[config.mk]
export PLATFORM = sky130hd
export DESIGN_NAME = window_buffer_kxk
export DESIGN_NICKNAME = d
export VERILOG_FILES = /design/src/rtl/window_buffer_kxk.sv
export SDC_FILE = /design/constraint.sdc
export NUM_CORES = 1
export LEC_CHECK = 0
export ABC_AREA = 1
export BUFFER_PORTS_ARGS = -buffer_cell sky130_fd_sc_hd__buf_2
export CORE_MARGIN = 4
export CORE_UTILIZATION = 41
export CTS_CLUSTER_DIAMETER = 120
export DETAILED_ROUTE_END_ITERATION = 7
export PLACE_DENSITY = 0.68
export SETUP_SLACK_MARGIN = 0.1
export SLEW_MARGIN = 20
export SYNTH_ARGS = -nofsm -noshare
export SYNTH_HDL_FRONTEND = slang
export SYNTH_SLANG_ARGS = --single-unit
[constraint.sdc]
create_clock -name clk -period 1.61 [get_ports clk]
set_clock_uncertainty 0.2 [all_clocks]
set_input_delay 0 -clock clk [delete_from_list [all_inputs] [get_ports clk]]
set_output_delay 0 -clock clk [all_outputs]
set_load 0.05 [all_outputs]
[src/rtl/window_buffer_kxk.sv]
// KxK sliding-window register array fed one vertical column of K pixels per beat.
// Tracks column/output-row position and flags full, row-final and frame-final windows.
module window_buffer_kxk #(
  parameter int unsigned DATA_WIDTH = 8,
  parameter int unsigned K          = 5,
  parameter int unsigned COLS       = 640,
  parameter int unsigned ROWS       = 480,
  localparam int unsigned CW        = (COLS > 1) ? $clog2(COLS) : 1,
  localparam int unsigned RW        = (ROWS - K + 1 > 1) ? $clog2(ROWS - K + 1) : 1
) (
  input  logic                      clk,
  input  logic                      rst,
  input  logic                      clear_i,
  input  logic                      valid_i,
  input  logic [K*DATA_WIDTH-1:0]   taps_i,
  output logic [K*K*DATA_WIDTH-1:0] window_o,
  output logic                      valid_o,
  output logic                      row_end_o,
  output logic                      frame_end_o,
  output logic [CW-1:0]             col_o,
  output logic [RW-1:0]             row_o
);

  localparam logic [CW-1:0] COL_LAST  = CW'(COLS - 1);
  localparam logic [CW-1:0] COL_FIRST = CW'(K - 1);
  localparam logic [RW-1:0] ROW_LAST  = RW'(ROWS - K);

  // Element [r][c] sits at flat index r*K+c, matching the window_o layout.
  logic [K-1:0][K-1:0][DATA_WIDTH-1:0] win_q, win_d;
  logic [CW-1:0] col_q, col_d;
  logic [RW-1:0] row_q, row_d;
  logic          accept;
  logic          col_wrap;
  logic          row_wrap;
  logic          full_win;

  assign accept   = valid_i & ~clear_i;
  assign col_wrap = (col_q == COL_LAST);
  assign row_wrap = (row_q == ROW_LAST);
  assign full_win = (col_q >= COL_FIRST);

  always_comb begin
    win_d = win_q;
    col_d = col_q;
    row_d = row_q;
    if (accept) begin
      for (int r = 0; r < int'(K); r++) begin
        for (int c = 0; c < int'(K) - 1; c++) begin
          win_d[r][c] = win_q[r][c+1];
        end
        win_d[r][K-1] = taps_i[r*DATA_WIDTH +: DATA_WIDTH];
      end
      if (col_wrap) begin
        col_d = '0;
        row_d = row_wrap ? '0 : row_q + RW'(1);
      end else begin
        col_d = col_q + CW'(1);
      end
    end
  end

  always_ff @(posedge clk or negedge rst) begin
    if (!rst) begin
      win_q       <= '0;
      col_q       <= '0;
      row_q       <= '0;
      valid_o     <= 1'b0;
      row_end_o   <= 1'b0;
      frame_end_o <= 1'b0;
      col_o       <= '0;
      row_o       <= '0;
    end else if (clear_i) begin
      win_q       <= '0;
      col_q       <= '0;
      row_q       <= '0;
      valid_o     <= 1'b0;
      row_end_o   <= 1'b0;
      frame_end_o <= 1'b0;
      col_o       <= '0;
      row_o       <= '0;
    end else begin
      win_q       <= win_d;
      col_q       <= col_d;
      row_q       <= row_d;
      valid_o     <= accept & full_win;
      row_end_o   <= accept & full_win & col_wrap;
      frame_end_o <= accept & full_win & col_wrap & row_wrap;
      if (accept) begin
        col_o <= col_q;
        row_o <= row_q;
      end
    end
  end

  assign window_o = win_q;

endmodule

==> flow_metrics.env <==
export IMPL_chipWidth_um=159
export IMPL_drtAntennaViolNets=0
export IMPL_synthCells=930
export IMPL_synth_most_common_cell="dfrtp_1"
export IMPL_synth_seq_cells=241
export IMPL_initial_core_util_pct=42.1
export IMPL_yosys_warnings=0
export IMPL_clockRootBuffer="clkbuf_16"
export IMPL_cp_max_fo=42
export IMPL_powerDensity_nw_per_um2=1040
export IMPL_antenna_found_initial=1
export IMPL_vias=7752
export IMPL_overflow=0
export IMPL_cp_start_kind="input port"
export IMPL_numClockSinks=241
export IMPL_nFillCells=1905
export IMPL_cellLeakagePower_nw=6.48
export IMPL_post_place_ws_ns=-0.0162
export IMPL_grt_pass1_wl_mm=41.7
export IMPL_critPathSlowestCell="dlygate4sd3_1"
export IMPL_clock_latency_ns=0.51
export IMPL_syn_area_um2=9300
export IMPL_clk_pin_slew_ns=0.06
export IMPL_via_per_inst=4.92
export IMPL_fp_dieH_um=159
export IMPL_synth_top_area_share_pct=64.8
export IMPL_grt_max_degree=80
export IMPL_htreeDepth=1
export IMPL_synthFlopType="dfrtp_1"
export IMPL_cpPeakStageDelay_ns=0.65
export IMPL_ys_types=24
export IMPL_required_ns=1.77
export IMPL_seq_area_um2=6030
export IMPL_ys_top_cells_by_count="dfrtp_1 (241), inv_1 (185), nand2_1 (165)"
export IMPL_ir_worst_vdd_mv=0.693
export IMPL_fin_crit_sh_pct=97.4
export IMPL_end_kind="flip-flop"
export IMPL_drive_above_1_share_pct=27.3
export IMPL_multi_input_area_um2=2340
export IMPL_routabilityCongestion=0.826
export IMPL_grtUsageTotal_pct=20.8
export IMPL_grt_pass1_vias=7759
export IMPL_layout_setup_ws_ns=0.0422
export IMPL_finalMaxSlewViolations=0
export IMPL_critPathArrivalTime_ns=1.73
export IMPL_cp_cell_sequence="buf_2, nor2_4, dlygate4sd3_1, inv_4, buf_4, o21ai_0"
export IMPL_worst_slew_pin_slew_ns=0.521
export IMPL_hold_class="in2reg"
export IMPL_drv_cap=0
export IMPL_min_period_ns=1.57
export IMPL_nets=1326
export IMPL_avgSynthCellArea_um2=10.0
export IMPL_netlist_top_cells_area="dfrtp_1 (65%), o22ai_1 (8.1%), inv_1 (7.5%)"
export IMPL_drtIter0Drc=434
export IMPL_clockBufferDepth=3
export IMPL_io_buffers=265
export IMPL_critPathKind="in2reg"
export IMPL_cts_tree="done"
export IMPL_first_pass_iters=6
export IMPL_route_detailed_wl_per_inst_um=16.9
export IMPL_fmax_ghz=0.638
export IMPL_drc_errors=0
export IMPL_rsz0062_at_grt="yes"
export IMPL_area_growth_pct=36.9
export IMPL_fin_tns_setup_ns=0
export IMPL_maxSlewHeadroom_pct=65.3
export IMPL_status="completed"
export IMPL_hpwl_mm=17.0
export IMPL_async_flop_share_pct=100
export IMPL_io_pins=266
export IMPL_yosys_area_top_type="dfrtp_1"
export IMPL_dieArea_um2=25200
export IMPL_setup_violations=0
export IMPL_core_area_um2=22100
export IMPL_cts_buffers=25
export IMPL_syn_nets=977
export IMPL_hold_slack_ns=0.0261
export IMPL_seq_area_frac_synth_pct=64.8
export IMPL_num_rows=54
export IMPL_synth_edf_count=0
export IMPL_routed_wl_mm=26.6
export IMPL_hold_viol_final=0
## metrics by stage
step	std cells	total power (W)	instance area [um2]	util, %
after floorplan	930	0.00715	9330	-
after global placement	1448	0.00761	11000	49.8
after detailed placement	1448	0.00763	11000	49.8
after CTS	1572	0.0134	12600	57.1
after global routing	1575	0.0138	12700	57.6
final	1575	0.0132	12700	57.6
## critical path: cells and delay by family
kind                   cells  cell delay [ns]
buffers and inverters      4             1.47
AO/OA/AOI/OAI              1             0.18
AND/OR/NAND/NOR            1             0.05
## layout by cell type, fill, tap and decap left out, types with 2 or more instances in the layout
cell and instances:
o22ai_1 120, a21oi_1 2, nand2_1 158, clkbuf_16 27, nor3_2 2, nor2_1 21
clkbuf_8 6, buf_16 3, dfrtp_1 240, inv_4 2, o21ai_0 103, xor2_1 3
o21ai_1 2, nand4_1 8, dlygate4sd3_1 73, inv_1 185, dlymetal6s4s_1 2, clkinv_2 2
nand2_2 7, buf_4 17, clkbuf_1 7, nor2_4 4, buf_12 9, nand3_1 12
ha_1 2, buf_2 264, nand2_4 2
## per-layer routing
layer / track usage, % / wire length (um) / share of wire (%)
met1: 27.7 / 11200 / 42
met2: 33.7 / 12700 / 48
met3: 4.02 / 1540 / 5.8
met4: 7.96 / 1170 / 4.4
met5: 0 / 0 / 0
## state kept, by name, indices dropped and copies added, names as in the netlist
| name | count |
|---|---|
| window_o | 200 |
| frame_end_o | 1 |
| col_o | 10 |
| row_end_o | 1 |
| col_q | 10 |
| row_o | 9 |
| valid_o | 1 |
| row_q | 9 |
## where the power goes
part | switching, W | internal (W)
registers | 0.0000738 | 0.00619
clock network | 0.00227 | 0.00327
logic | 0.00102 | 0.000421
total | 0.00336 | 0.00988
## logic make-up after synthesis
family / after synthesis / share of synthesized area [%]
buf+inv: 236 / 10.7
fa+ha+maj: 3 / 0.404
simple gates: 217 / 9.54
flops: 241 / 64.8
xor+xnor: 4 / 0.377
compound gates: 229 / 14.1
## cell type report
| class | instances | area share, % |
|---|---|---|
| antenna | 1 | 0.0196 |
| sequential | 241 | 47.4 |
| inverter | 188 | 5.58 |
| clock buffer | 38 | 5.77 |
| timing repair buffer | 370 | 19.8 |
| tap | 280 | 2.75 |
| multi-input combinational | 453 | 18.4 |
| clock inverter | 4 | 0.373 |
## repair_timing
item / 4_1_cts / 5_1_grt
cloned: 0 / 2
buffers inserted: 7 / 0
hold endpoints to repair: 360 / 0
endpoints found under the setup margin: 14 / 187
pin swaps: 2 / 1
hold buffers: 75 / 0
resized for setup: 6 / 15
## path summary, 6_finish.rpt
| path | depth (start not counted) | slack [ns] | from | end |
|---|---|---|---|---|
| max in group asynchronous | 4 | 0.27 | rst | col_o[5] |
| min reg2reg | 2 | 0.28 | window_o[165] | window_o[165] |
| max reg2reg | 8 | 0.07 | col_q[0] | row_q[7] |
| min | 4 | 0.03 | taps_i[14] | window_o[78] |
| max | 6 | 0.04 | clear_i | window_o[115] |
| min in group asynchronous | 3 | 0.31 | rst | window_o[116] |
(Power assumes the default switching activity.)
